===== src/rtl/sc_downspeedcounter.sv =====
// Down-speed counter: synchronous T0 clear, load, saturating brake and optional natural decay.
// Natural decay (prescaler + decay tick) is built only when SC_DOWNSPEEDCOUNTER_DECAY_EN is defined.
module sc_downspeedcounter #(
    parameter int DATAWIDTH  = 24,
    parameter int DECAY_DIV  = 16,
    parameter int BRAKE_STEP = 4
) (
    input  logic                 SC_DOWNSPEEDCOUNTER_CLOCK_50,
    input  logic                 SC_DOWNSPEEDCOUNTER_RESET_InHigh,
    input  logic                 SC_DOWNSPEEDCOUNTER_T0_InLow,
    input  logic                 SC_DOWNSPEEDCOUNTER_load_InLow,
    input  logic [DATAWIDTH-1:0] SC_DOWNSPEEDCOUNTER_load_data_InBUS,
    input  logic                 SC_DOWNSPEEDCOUNTER_brake_InLow,
    output logic [DATAWIDTH-1:0] SC_DOWNSPEEDCOUNTER_data_OutBUS,
    output logic                 SC_DOWNSPEEDCOUNTER_stopped_OutHigh,
    output logic                 SC_DOWNSPEEDCOUNTER_decaytick_OutHigh
);

    typedef enum logic [1:0] {STOPPED, COAST, BRAKE} state_t;

    localparam logic [DATAWIDTH-1:0] BRAKE_AMT = DATAWIDTH'(BRAKE_STEP);

    if (DECAY_DIV < 2 || DECAY_DIV > 65536 || BRAKE_STEP < 1) begin : g_paramCheck
        $error("sc_downspeedcounter: DECAY_DIV or BRAKE_STEP out of range");
    end

    state_t               stateReg, stateNext;
    logic [DATAWIDTH-1:0] speedReg, speedNext;
    logic                 t0Act, loadAct, brakeAct, anyCmd, brakeCmd, decayStep;

    assign t0Act    = ~SC_DOWNSPEEDCOUNTER_T0_InLow;
    assign loadAct  = ~SC_DOWNSPEEDCOUNTER_load_InLow;
    assign brakeAct = ~SC_DOWNSPEEDCOUNTER_brake_InLow;
    assign anyCmd   = t0Act | loadAct | brakeAct;
    // Brake only wins when nothing above it is active, and is ignored once stopped.
    assign brakeCmd = brakeAct & ~t0Act & ~loadAct & (stateReg != STOPPED);

`ifdef SC_DOWNSPEEDCOUNTER_DECAY_EN
    localparam int            PW       = $clog2(DECAY_DIV);
    localparam logic [PW-1:0] PRE_LAST = PW'(DECAY_DIV - 1);

    logic [PW-1:0] preReg;
    logic          decayTickReg;

    assign decayStep = (preReg == PRE_LAST) && (stateReg == COAST) && !anyCmd;

    always_ff @(posedge SC_DOWNSPEEDCOUNTER_CLOCK_50 or posedge SC_DOWNSPEEDCOUNTER_RESET_InHigh) begin
        if (SC_DOWNSPEEDCOUNTER_RESET_InHigh) begin
            preReg       <= '0;
            decayTickReg <= 1'b0;
        end else begin
            decayTickReg <= decayStep;
            if (anyCmd || stateReg == STOPPED || preReg == PRE_LAST)
                preReg <= '0;
            else
                preReg <= preReg + PW'(1);
        end
    end

    assign SC_DOWNSPEEDCOUNTER_decaytick_OutHigh = decayTickReg;
`else
    assign decayStep                             = 1'b0;
    assign SC_DOWNSPEEDCOUNTER_decaytick_OutHigh = 1'b0;
`endif

    always_comb begin
        speedNext = speedReg;
        if (t0Act)
            speedNext = '0;
        else if (loadAct)
            speedNext = SC_DOWNSPEEDCOUNTER_load_data_InBUS;
        else if (brakeCmd)
            speedNext = (speedReg > BRAKE_AMT) ? speedReg - BRAKE_AMT : '0;
        else if (decayStep)
            speedNext = (speedReg != '0) ? speedReg - DATAWIDTH'(1) : '0;
    end

    // Zero speed always parks the FSM, whichever command produced it.
    always_comb begin
        stateNext = stateReg;
        if (speedNext == '0)
            stateNext = STOPPED;
        else if (loadAct)
            stateNext = COAST;
        else if (brakeCmd)
            stateNext = BRAKE;
        else if (stateReg == BRAKE)
            stateNext = COAST;
    end

    always_ff @(posedge SC_DOWNSPEEDCOUNTER_CLOCK_50 or posedge SC_DOWNSPEEDCOUNTER_RESET_InHigh) begin
        if (SC_DOWNSPEEDCOUNTER_RESET_InHigh) begin
            speedReg <= '0;
            stateReg <= STOPPED;
        end else begin
            speedReg <= speedNext;
            stateReg <= stateNext;
        end
    end

    assign SC_DOWNSPEEDCOUNTER_data_OutBUS     = speedReg;
    assign SC_DOWNSPEEDCOUNTER_stopped_OutHigh = (stateReg == STOPPED);

endmodule


===== config.mk =====
export PLATFORM = sky130hd
export DESIGN_NAME = sc_downspeedcounter
export DESIGN_NICKNAME = d
export VERILOG_FILES = /design/src/rtl/sc_downspeedcounter.sv
export SDC_FILE = /design/constraint.sdc
export NUM_CORES = 1
export LEC_CHECK = 0
export BUFFER_PORTS_ARGS = -buffer_cell sky130_fd_sc_hd__buf_2
export CORE_ASPECT_RATIO = 0.7
export CORE_MARGIN = 2
export CORE_UTILIZATION = 55
export DETAILED_ROUTE_END_ITERATION = 8
export PLACE_DENSITY_LB_ADDON = 0.15
export SYNTH_ARGS = -nofsm -noshare
export SYNTH_HDL_FRONTEND = slang
export SYNTH_SLANG_ARGS = --single-unit

===== constraint.sdc =====
create_clock -name SC_DOWNSPEEDCOUNTER_CLOCK_50 -period 6.6 [get_ports SC_DOWNSPEEDCOUNTER_CLOCK_50]
set_clock_uncertainty 0.1 [all_clocks]
set_input_delay 0.33 -clock SC_DOWNSPEEDCOUNTER_CLOCK_50 [delete_from_list [all_inputs] [get_ports SC_DOWNSPEEDCOUNTER_CLOCK_50]]
set_output_delay 0.33 -clock SC_DOWNSPEEDCOUNTER_CLOCK_50 [all_outputs]
set_load 0.01 [all_outputs]

Word-level counts from Yosys, hierarchy flattened

Cells that the tools add are included.

Bits in registers: 26
Bits of input ports: 29
Output and inout bits: 26
Logic and storage cells: 21

Add/subtract/negate cells: 1
Magnitude comparators: 1
Equality and inequality tests: 2
Mux-type cells: 8
Bitwise gates (word level): 4
Reductions and logical operators: 3

Operators by type and width:

| kind                                                                    | number |
|---|---|
| 24-bit 2-to-1 mux                                                       | 4 |
| 24-bit by 3-bit > comparator with 1-bit output, second input constant   | 1 |
| 24-bit zero test                                                        | 1 |
| 24-bit by 3-bit subtractor with 24-bit output, second input constant    | 1 |
| 2-bit 2-to-1 mux                                                        | 4 |
| 4-bit by 1-bit inequality test with 1-bit output, second input constant | 1 |
| 1-bit AND                                                               | 3 |
| 2-bit equality test, second input constant                              | 1 |
| 2-bit zero test                                                         | 1 |
| 2-bit nonzero test                                                      | 1 |
| 1-bit inverter                                                          | 1 |

Logic depth before layout (Yosys ltp)

Gate-level depths: netlist of the first run.

Word-level depth: 9
Gate-level depth with buffers: 9
Depth with buffers taken out: 9

Worst setup path after synthesis of the first run

Ideal clock, no wire load.

Kind: flip-flop to flip-flop
Start: reg speedReg[3], in the netlist SC_DOWNSPEEDCOUNTER_data_OutBUS[3]
End: reg stateReg[0]
Setup time: 0.139 ns
Arrival: 2.307 ns
Data required time: 6.361 ns
Setup slack: 4.054 ns
Cell stages (with the launch flop): 10
Buffers on the path: 1
Clock period less this slack: 2.546 ns
Path through: dfrtp_1 -> inv_1 -> ha_1 -> or3b_4 -> a2111oi_4 -> a41o_2 -> buf_6 -> a41oi_2 -> a2111oi_2 -> a22oi_1

Longest elaborated chain between the ends: 7
Elaborated cells on any way between the ends: 9
Classes of those cells: add/sub: 1; order compare: 1; eq/ne: 1; mux: 5; reduce/logical: 1

RTL lines:

| what                                                                                                                   | line | text |
|---|---|---|
| from (decl)                                                                                                            | 28   | `logic [DATAWIDTH-1:0] speedReg, speedNext;` |
| from (signal assigned)                                                                                                 | 96   | `speedReg <= speedNext;` |
| 24-bit by 3-bit subtractor with 24-bit output / 24-bit by 3-bit > comparator with 1-bit output (equally long branches) | 73   | `speedNext = (speedReg > BRAKE_AMT) ? speedReg - BRAKE_AMT : '0;` |
| 24-bit 2-to-1 mux                                                                                                      | 73   |  |
| 24-bit 2-to-1 mux *                                                                                                    | 72   | `else if (brakeCmd)` |
| 24-bit 2-to-1 mux *                                                                                                    | 70   | `else if (loadAct)` |
| 24-bit 2-to-1 mux *                                                                                                    | 68   | `if (t0Act)` |
| 24-bit zero test *                                                                                                     | 81   | `if (speedNext == '0)` |
| 4-bit by 1-bit inequality test with 1-bit output (no source line) / 2-bit 2-to-1 mux (equally long branches)           | -    |  |
| to (signal assigned)                                                                                                   | 97   | `stateReg <= stateNext;` |
| to (decl)                                                                                                              | 27   | `state_t stateReg, stateNext;` |

Every way passes the cells marked *; elsewhere a longest branch is shown, timed or not.
A chain may end at the register's enable or synchronous reset.

Worst setup path after layout of the first run

Same ends and word-level chain as after synthesis.

==> impl_metrics.py, run 1 <==
metrics = {
    "synthesis": {
        "yosys_register_bits": 26,
        "synth-main-ff-cell": "dfrtp_1",
        "async_reset_ff_share_pct": 100.0,
        "synth_enable_flop_cells": 0,
        "synth_nets": 228,
        "synth_area_um2": 1745,
        "syn-instance-count": 197,
        "yosysSeqAreaShare_pct": 37.28,
        "synth.avg_cell_area_um2": 8.860,
        "library_cells_used_by_synthesis": 47,
        "yosys_warnings": 0,
    },
    "flow_run": {
        "max-cap-violations": 0,
    },
    "finish": {
        "layout_common_cells": "buf_2, dfrtp_1, nand2_1",
        "area_growth_pct": 18.21,
        "final_util_pct": 66.90,
        "n_fill_cell": 265,
        "final_net_count": 279,
        "fraction_of_layout_cells_with_a_size_suffix_above_1_pct": 28.46,
        "antenna_cells_inserted": 0,
        "layout.cells.most_common": "buf_2",
    },
    "power": {
        "irDropWorstVdd_v": 0.0001055,
        "power.clock.fraction_pct": 24.1,
        "combinationalPowerShare_pct": 27.1,
        "power.net_switching_w": 0.0001287,
        "power.density_nw_per_um2": 185.3,
        "intPower_w": 0.0002535,
        "power_leakage_nw": 0.9359,
        "totalPowerFinal_w": 0.0003823,
        "power.share.switching_pct": 33.68,
        "share_seq_of_total_power_pct": 48.8,
    },
    "min_path": {
        "timing.hold.worst.class": "primary input to flip-flop",
        "worst_hold_startpoint": "SC_DOWNSPEEDCOUNTER_load_data_InBUS[12]",
    },
    "die": {
        "design.die.area_um2": 3647,
        "placementRows": 17,
        "top_level_ports": 55,
        "core_area_um2": 3084,
        "chipWidth_um": 71.33,
        "initial_utilization_pct": 56.59,
        "dieHeight_um": 51.13,
    },
    "clock_tree": {
        "ctsLongestPathBuffers": 2,
        "cts.reportedPaths.clkPinSlew_ps": 90,
        "cts_repair_resized_insts": 0,
        "total_setup_buffers_inserted_after_cts": 0,
        "tritoncts": "built",
        "cts-hold-fix-buffers": 0,
        "h-tree-depth": 1,
        "clk_root_buffer_cell": "clkbuf_8",
        "cts_sink_count": 26,
        "clock_insertion_delay_worst_skew_ps": 270,
        "tritoncts_buffers": 3,
    },
    "routing": {
        "first_iter_violations": 183,
        "drt.antenna.violating_nets": 0,
        "top_layer_used": "met4",
        "average_detailed_routed_wire_length_per_instance_um": 17.01,
        "met3WireLength_um": 421,
        "dr_total_vias": 1730,
        "drt_pre_antenna_iters": 5,
        "met1_length_um": 2259,
        "finalWirelength_um": 4830,
        "detailroute.wirelength.met2_um": 2115,
        "via_per_inst": 6.092,
        "drt_drc_violations_left": 0,
    },
    "worst_setup_path": {
        "setup.worst_path.end_class": "flip-flop",
        "timing.critical_path.from_type": "flip-flop",
        "worstPathArrival_ps": 2990,
        "crit_fanout": 22,
        "setup.worst_path.start": "SC_DOWNSPEEDCOUNTER_data_OutBUS[3]",
        "timing.setup.critical_path_class": "flip-flop to flip-flop",
        "r2r_start": "SC_DOWNSPEEDCOUNTER_data_OutBUS[3]",
        "critical_path_data_required_time_ps": 6640,
    },
    "timing": {
        "setup_viol": 0,
        "tightest_slew_ps": 1025,
        "slew_limit_headroom_pct": 31.57,
        "fin_crit_sh_pct": 44.70,
        "period_minus_slack_ps": 2950,
        "max_freq_ghz": 0.3390,
        "report.final.slew_viol_count": 0,
        "grt_setup_unrepaired": "false",
        "final_hold_viol_count": 0,
        "setup_tns_ps": 0,
    },
    "global_routing": {
        "vias_in_the_first_global_route": 1561,
        "grt_overflow": 0,
        "wire_length_of_the_first_global_routing_pass_um": 7879,
        "grt_max_degree": 27,
        "number_of_antenna_violations_at_the_first_check_in_global_routing": 0,
        "track_usage_pct": 28.15,
    },
    "placement": {
        "io_buffer_count": 53,
        "place.detailed.hpwl_um": 3703,
        "place.gp.congestion": 0.8632,
    },
    "run_status": {
        "status": "finished clean",
    },
}
-- cell usage after synthesis (3+ instances only) --
library cell  number  area (um^2)
nand2_1           25        93.84
dfrtp_1           26        650.6
xnor2_1           11        96.34
nor2b_1            4        25.02
a31oi_1            5        31.28
nand3_1            5        25.02
nor2_1            16        60.06
o21ai_0           18        90.09
inv_1              7        26.28
nand4_1            7        43.79
nor3_1             8        40.04
nand3b_1           3        22.52
xor2_1            11        96.34
clkbuf_1           4        15.01
a21oi_1            3        15.01
nor4_1             6        37.54
-- critical path, stage by stage (launching register included) --
cell and delay [ps]:
dfrtp_1 450, inv_1 100, ha_1 140, or3b_4 380, a2111oi_4 370, a41o_2 480, a31o_1 160, a31oi_1 100
a2111oi_2 390, a22oi_1 160
-- sequential cells by signal, summed over array words and instances (netlist names) --
name,cells
SC_DOWNSPEEDCOUNTER_data_OutBUS,24
stateReg,2
-- layout make-up --
class                      instances  area [um^2]  share of cell area (%)
timing repair buffer              54        272.8                   13.22
tap                               38        47.55                   2.304
inverter                           7        26.28                   1.273
multi-input combinational        156         1025                   49.67
sequential                        26        650.6                   31.53
clock buffer                       3        41.29                   2.001
-- final timing paths --
kind | to | slack (ps) | depth (start not counted)
setup reg to reg | stateReg[0] | 3650 | 9
min in group asynchronous | SC_DOWNSPEEDCOUNTER_data_OutBUS[1] | 190 | 2
hold / removal | SC_DOWNSPEEDCOUNTER_data_OutBUS[12] | 170 | 3
hold reg to reg | SC_DOWNSPEEDCOUNTER_data_OutBUS[0] | 540 | 2
setup / recovery | stateReg[0] | 3650 | 9
max in group asynchronous | SC_DOWNSPEEDCOUNTER_data_OutBUS[3] | 5600 | 2
-- per-stage QoR --
stage,setup WS [ps],std cells,cell area [um^2],hold WS (ps)
finish,3650,284,2063,172.4
detailed placement,3721,281,2022,461.9
floorplan,4054,197,1745,270.0
global route,3505,284,2063,184.4
global placement,3826,281,2022,454.1
CTS,3695,284,2063,178.1
-- power by group through the flow --
stage	clock network (W)	registers, W	logic (W)
6_report	0.0000921	0.000187	0.000104
5_1_grt	0.0000988	0.000188	0.000115
4_1_cts	0.0000922	0.000186	0.000103
3_5_place_dp	0	0.000189	0.000102
3_3_place_gp	0	0.000189	0.000101
2_1_floorplan	0	0.000189	0.0000646
-- logic make-up (layout without fill, tap and decap cells) --
logic type / count (synthesis) / count (layout) / share of synthesized area (%)
other cells: 1 / 1 / 0.2148
simple gates: 88 / 88 / 27.88
xor+xnor: 22 / 22 / 11.04
buf+inv: 15 / 64 / 4.014
flops: 26 / 26 / 37.28
compound gates: 43 / 43 / 18.14
fa+ha+maj: 2 / 2 / 1.433
-- routing by layer --
metal	vias to the layer above	global-route usage (%)
li1	809	-
met2	94	41.36
met3	7	5.720
met5	-	0
met1	820	43.36
met4	0	4.403
Note: power is estimated with default switching activity, not from simulation.
==> run 2, diff against run 1 <==
--- a/config.mk
+++ b/config.mk
@@ -8,7 +8,7 @@
 export BUFFER_PORTS_ARGS = -buffer_cell sky130_fd_sc_hd__buf_2
 export CORE_ASPECT_RATIO = 0.7
 export CORE_MARGIN = 2
-export CORE_UTILIZATION = 55
+export CORE_UTILIZATION = 51
 export DETAILED_ROUTE_END_ITERATION = 8
 export PLACE_DENSITY_LB_ADDON = 0.15
 export SYNTH_ARGS = -nofsm -noshare
==> constraint.sdc (replaced) <==
create_clock -name SC_DOWNSPEEDCOUNTER_CLOCK_50 -period 2.8 [get_ports SC_DOWNSPEEDCOUNTER_CLOCK_50]
set_clock_uncertainty 0.1 [all_clocks]
set_input_delay 0.14 -clock SC_DOWNSPEEDCOUNTER_CLOCK_50 [delete_from_list [all_inputs] [get_ports SC_DOWNSPEEDCOUNTER_CLOCK_50]]
set_output_delay 0.14 -clock SC_DOWNSPEEDCOUNTER_CLOCK_50 [all_outputs]
set_load 0.01 [all_outputs]
==> run 2 against run 1 <==
Design area grew 12%. Setup slack lost 3500 ps. Hold slack lost 170 ps. First-iteration DRC count shrank 31%. The flow now finishes with violations (negative hold slack). Sequential share of layout area shrank 3.3 points. Clock power grew to 2.6 times the previous value. Final cell count grew 11%. Global-route usage shrank 0.44 points.
==> impl_metrics.py, run 2 (synthesized netlist as in run 1, its figures left out) <==
metrics = {
    "routing": {
        "top_layer_used": "met4",
        "detailroute.wirelength.met2_um": 2165,
        "met3WireLength_um": 444,
        "drt_drc_violations_left": 0,
        "first_iter_violations": 126,
        "drt_pre_antenna_iters": 5,
        "drt.antenna.violating_nets": 0,
        "dr_total_vias": 1789,
        "met1_length_um": 2387,
        "via_per_inst": 5.661,
        "average_detailed_routed_wire_length_per_instance_um": 15.90,
        "finalWirelength_um": 5023,
    },
    "global_routing": {
        "grt_max_degree": 27,
        "track_usage_pct": 27.71,
        "wire_length_of_the_first_global_routing_pass_um": 7969,
        "vias_in_the_first_global_route": 1631,
        "grt_overflow": 0,
        "number_of_antenna_violations_at_the_first_check_in_global_routing": 0,
    },
    "power": {
        "share_seq_of_total_power_pct": 44.9,
        "power.net_switching_w": 0.0003113,
        "power_leakage_nw": 1.046,
        "power.density_nw_per_um2": 418.3,
        "combinationalPowerShare_pct": 29.8,
        "irDropWorstVdd_v": 0.0002802,
        "power.clock.fraction_pct": 25.3,
        "power.share.switching_pct": 32.24,
        "intPower_w": 0.0006543,
    },
    "timing": {
        "setup_viol": 0,
        "fin_crit_sh_pct": 93.17,
        "tightest_slew_ps": 1025,
        "max_freq_ghz": 0.3833,
        "report.final.slew_viol_count": 0,
        "period_minus_slack_ps": 2609,
        "hold_ws_ps": -2.583,
        "slew_limit_headroom_pct": 31.61,
        "final_hold_viol_count": 5,
    },
    "clock_tree": {
        "tritoncts_buffers": 3,
        "ctsLongestPathBuffers": 2,
        "cts.reportedPaths.clkPinSlew_ps": 90,
        "cts_sink_count": 26,
        "h-tree-depth": 1,
        "clk_root_buffer_cell": "clkbuf_8",
        "clock_insertion_delay_worst_skew_ps": 270,
        "tritoncts": "built",
    },
    "finish": {
        "layout_common_cells": "buf_2, dfrtp_1, nand2_1",
        "final_net_count": 301,
        "antenna_cells_inserted": 0,
        "layout.cells.most_common": "buf_2",
        "fraction_of_layout_cells_with_a_size_suffix_above_1_pct": 32.34,
        "area_growth_pct": 32.26,
        "largest_register_ffs": 24,
        "post-route-cell-area_um2": 2308,
    },
    "min_path": {
        "timing.hold.worst.class": "primary input to async pin",
    },
    "worst_setup_path": {
        "timing.setup.critical_path_class": "flip-flop to flip-flop",
        "crit_fanout": 3,
        "regToRegSetupSlack_ps": 190,
        "timing.reg2reg.worst_path_depth": 9,
        "r2r_start": "SC_DOWNSPEEDCOUNTER_data_OutBUS[3]",
        "timing.rr.end": "stateReg[0]",
        "critical_path_data_required_time_ps": 2850,
        "setup.worst_path.end_class": "flip-flop",
        "worstPathArrival_ps": 2660,
        "timing.critical_path.from_type": "flip-flop",
    },
    "placement": {
        "place.gp.congestion": 0.9197,
        "place_area_um2": 2116,
        "place.detailed.hpwl_um": 3847,
        "io_buffer_count": 53,
    },
    "die": {
        "top_level_ports": 55,
        "core_area_um2": 3212,
        "placementRows": 17,
        "design.die.area_um2": 3914,
        "chipWidth_um": 73.92,
        "initial_utilization_pct": 54.34,
        "dieHeight_um": 52.95,
    },
    "run_status": {
        "failed_checks": "negative hold slack",
        "status": "finished, violations left",
    },
    "flow_run": {
        "max-cap-violations": 0,
    },
}
[run 2: power by group through the flow]
| stage | Clock (W) | Combinational [W] | Sequential [W] |
|---|---|---|---|
| floorplan | 0 | 0.000152 | 0.000447 |
| global placement | 0 | 0.000263 | 0.000440 |
| detailed placement | 0 | 0.000263 | 0.000440 |
| CTS | 0.000252 | 0.000274 | 0.000433 |
| global route | 0.000265 | 0.000314 | 0.000438 |
| finish | 0.000244 | 0.000288 | 0.000434 |
[run 2: timing repair]
action / CTS / global route
gates resized for setup: 0 / 5
endpoints found under the setup margin: 0 / 2
hold buffers: 9 / 0
buffers inserted: 0 / 2
endpoints found under the hold margin: 9 / 0
[run 2: worst max path at each step]
stage / start / end / slack (ps) / depth (start not counted)
floorplan: SC_DOWNSPEEDCOUNTER_data_OutBUS[3] / stateReg[0] / 250 / 9
global placement: SC_DOWNSPEEDCOUNTER_data_OutBUS[2] / stateReg[0] / 190 / 8
detailed placement: SC_DOWNSPEEDCOUNTER_data_OutBUS[2] / stateReg[0] / 110 / 8
CTS: SC_DOWNSPEEDCOUNTER_data_OutBUS[2] / stateReg[0] / 90 / 8
global route: SC_DOWNSPEEDCOUNTER_data_OutBUS[2] / stateReg[0] / -20 / 9
finish: SC_DOWNSPEEDCOUNTER_data_OutBUS[3] / stateReg[0] / 190 / 9
[run 2: cell type report]
class / instances / area (um^2)
repair buffers: 76 / 460.4
fillers: 262 / 903.4
well taps: 47 / 58.81
multi-input cells: 156 / 1056
clock buffers: 4 / 55.05
flip-flops and latches: 26 / 651.9
inverters: 7 / 26.28
[run 2: per-layer routing]
layer	vias up	GRT usage, %
li1	856	-
met3	4	4.571
met5	-	0
met4	0	5.152
met1	832	42.28
met2	97	41.22
[run 2: worst max-delay path, stage by stage (launching register included)]
cell	delay [ps]
dfrtp_1	380
inv_1	90
ha_1	140
or3b_4	380
a2111oi_4	340
nand4_1	210
a31oi_1	260
o21ai_0	130
nor4_2	320
a22oi_1	130
[run 2: through the flow]
stage	worst slack [ps]	setup TNS, ps	instances	total power [W]	utilization (%)
final	191.4	0	316	0.0009656	71.87
after global routing	-20.90	-20.90	316	0.001016	71.87
after CTS	90.70	0	314	0.0009587	70.39
after detailed placement	108.7	0	301	0.0007031	65.87
after global placement	194.8	0	301	0.0007026	65.87
after floorplan	254.1	0	197	0.0005989	-
==> run 3, diff against run 2 <==
--- a/config.mk
+++ b/config.mk
@@ -11,6 +11,8 @@
 export CORE_UTILIZATION = 51
 export DETAILED_ROUTE_END_ITERATION = 8
 export PLACE_DENSITY_LB_ADDON = 0.15
+export REMOVE_ABC_BUFFERS = 1
+export SKIP_CTS_REPAIR_TIMING = 1
 export SYNTH_ARGS = -nofsm -noshare
 export SYNTH_HDL_FRONTEND = slang
 export SYNTH_SLANG_ARGS = --single-unit
==> run 3 against run 2 <==
The flow still finishes with violations (negative hold slack). Flip-flop and latch count unchanged. Register-to-register slack worse by 40 ps. Global-route usage decreased by 1.7 points. Design area fell by 2.2%. Sequential share of layout area is 0.64 points higher. Hold slack got worse by 16 ps. Combinational power fell by 5%. Final cell count down 0.63%. Die area unchanged. Wire length increased by 0.80%. Count of clock-buffer cells in the layout unchanged. Sequential power is essentially flat. Largest cell class unchanged.
==> impl_metrics.py, run 3 (synthesized netlist as in run 1, its figures left out) <==
metrics = {
    "placement": {
        "io_buffer_count": 53,
        "place.gp.congestion": 0.8524,
        "place_inst": 301,
        "place.detailed.hpwl_um": 3762,
    },
    "clock_tree": {
        "clk_root_buffer_cell": "clkbuf_8",
        "ctsLongestPathBuffers": 2,
        "cts_sink_count": 26,
        "tritoncts_buffers": 3,
        "clock_insertion_delay_worst_skew_ps": 270,
        "tritoncts": "built",
        "h-tree-depth": 1,
        "cts.reportedPaths.clkPinSlew_ps": 90,
    },
    "min_path": {
        "timing.hold.worst.class": "primary input to async pin",
    },
    "flow_run": {
        "max-cap-violations": 0,
    },
    "timing": {
        "fin_crit_sh_pct": 94.69,
        "max_freq_ghz": 0.3772,
        "final_hold_viol_count": 32,
        "tightest_slew_ps": 982.8,
        "setup_viol": 0,
        "setup_tns_ps": 0,
        "period_minus_slack_ps": 2651,
        "hold_ws_ps": -18.98,
        "slew_limit_headroom_pct": 34.41,
        "report.final.slew_viol_count": 0,
        "grt_setup_unrepaired": "false",
    },
    "routing": {
        "drt_pre_antenna_iters": 5,
        "drt_drc_violations_left": 0,
        "average_detailed_routed_wire_length_per_instance_um": 16.12,
        "finalWirelength_um": 5063,
        "drt.antenna.violating_nets": 0,
        "first_iter_violations": 195,
        "dr_total_vias": 1778,
        "via_per_inst": 5.662,
    },
    "finish": {
        "largest_register_ffs": 24,
        "area_growth_pct": 29.32,
        "layout_common_cells": "buf_2, dfrtp_1, nand2_1",
        "area_of_the_multi_input_gates_um2": 1025,
        "final_net_count": 299,
        "layout.cells.most_common": "buf_2",
        "final_cell_count_no_fill": 314,
        "fraction_of_layout_cells_with_a_size_suffix_above_1_pct": 31.84,
        "n_fill_cell": 262,
        "seqCellArea_um2": 651.9,
        "antenna_cells_inserted": 0,
        "final_util_pct": 70.28,
    },
    "worst_setup_path": {
        "timing.setup.critical_path_class": "flip-flop to flip-flop",
        "timing.critical_path.from_type": "flip-flop",
        "critical_path_data_required_time_ps": 2840,
        "timing.critical_path.cells": "inv_1 > ha_1 > nor2b_1 > nand2_1 > or2_2 > xor2_1 > a41oi_2 > a2111oi_2 > a22oi_1",
        "r2r_start": "SC_DOWNSPEEDCOUNTER_data_OutBUS[2]",
        "worst_path_largest_cell_delay_ps": 460,
        "regToRegSetupSlack_ps": 150,
        "timing.reg2reg.worst_path_depth": 9,
        "timing.rr.end": "stateReg[0]",
        "setup.worst_path.end_class": "flip-flop",
        "slowest_stage": "dfrtp_2",
        "worstPathArrival_ps": 2700,
        "crit_fanout": 7,
    },
    "die": {
        "initial_utilization_pct": 54.34,
        "design.die.area_um2": 3914,
        "dieHeight_um": 52.95,
        "core_area_um2": 3212,
        "placementRows": 17,
        "top_level_ports": 55,
        "chipWidth_um": 73.92,
    },
    "global_routing": {
        "track_usage_pct": 26.03,
        "grt_max_degree": 27,
        "wire_length_of_the_first_global_routing_pass_um": 7458,
        "number_of_antenna_violations_at_the_first_check_in_global_routing": 0,
        "grt_overflow": 0,
        "vias_in_the_first_global_route": 1477,
    },
    "power": {
        "power.density_nw_per_um2": 424.9,
        "irDropWorstVdd_v": 0.0003263,
        "totalPowerFinal_w": 0.0009591,
        "power_leakage_nw": 1.033,
    },
    "run_status": {
        "status": "finished, violations left",
        "failed_checks": "negative hold slack",
    },
}
[run 3: worst max-delay path, delay by kind of cell (launching register included)]
kind | cells | cell delay, ps
buffers and inverters | 1 | 70
AOI/OAI and AO/OA | 3 | 710
adders and majority gates | 1 | 200
and+or+nand+nor | 3 | 750
xor gates and xnor gates | 1 | 230
DFF | 1 | 460
[run 3: power breakdown]
part | internal (W) | switching [W]
Combinational | 0.000124 | 0.000151
Sequential | 0.000400 | 0.0000365
Clock | 0.000126 | 0.000122
Total | 0.000650 | 0.000309
[run 3: layer usage]
metal / track usage [%] / share of wire [%] / up-vias / wire length, um
met4: 3.636 / 0.28 / 0 / 14
li1: - / - / 851 / -
met5: 0 / 0 / - / 0
met2: 37.50 / 45 / 94 / 2282
met3: 6.095 / 8.0 / 2 / 404
met1: 39.95 / 47 / 831 / 2362
[run 3: layout make-up]
cell class,count,share of cell area [%]
multi-input combinational,156,45.40
clock buffer,4,2.439
timing repair buffer,74,19.51
sequential,26,28.88
tap,47,2.605
inverter,7,1.164
[run 3: worst max path at each step]
stage / start / end / slack [ps] / depth (start not counted)
2_1_floorplan: SC_DOWNSPEEDCOUNTER_data_OutBUS[3] / stateReg[0] / 130 / 9
3_3_place_gp: SC_DOWNSPEEDCOUNTER_data_OutBUS[2] / stateReg[0] / 160 / 8
3_5_place_dp: SC_DOWNSPEEDCOUNTER_data_OutBUS[2] / stateReg[0] / 110 / 8
4_1_cts: SC_DOWNSPEEDCOUNTER_data_OutBUS[2] / stateReg[0] / 70 / 8
5_1_grt: SC_DOWNSPEEDCOUNTER_data_OutBUS[7] / stateReg[0] / 6 / 8
6_report: SC_DOWNSPEEDCOUNTER_data_OutBUS[2] / stateReg[0] / 150 / 9
[run 3: metrics by stage]
stage               setup slack, ps  instance area [um^2]  hold WS, ps
floorplan                     132.0                  1702        80.02
global placement              157.6                  2116        257.8
detailed placement            110.3                  2116        261.8
CTS                           74.00                  2171       -25.08
global route                  5.582                  2257        5.530
finish                        148.6                  2257       -18.98
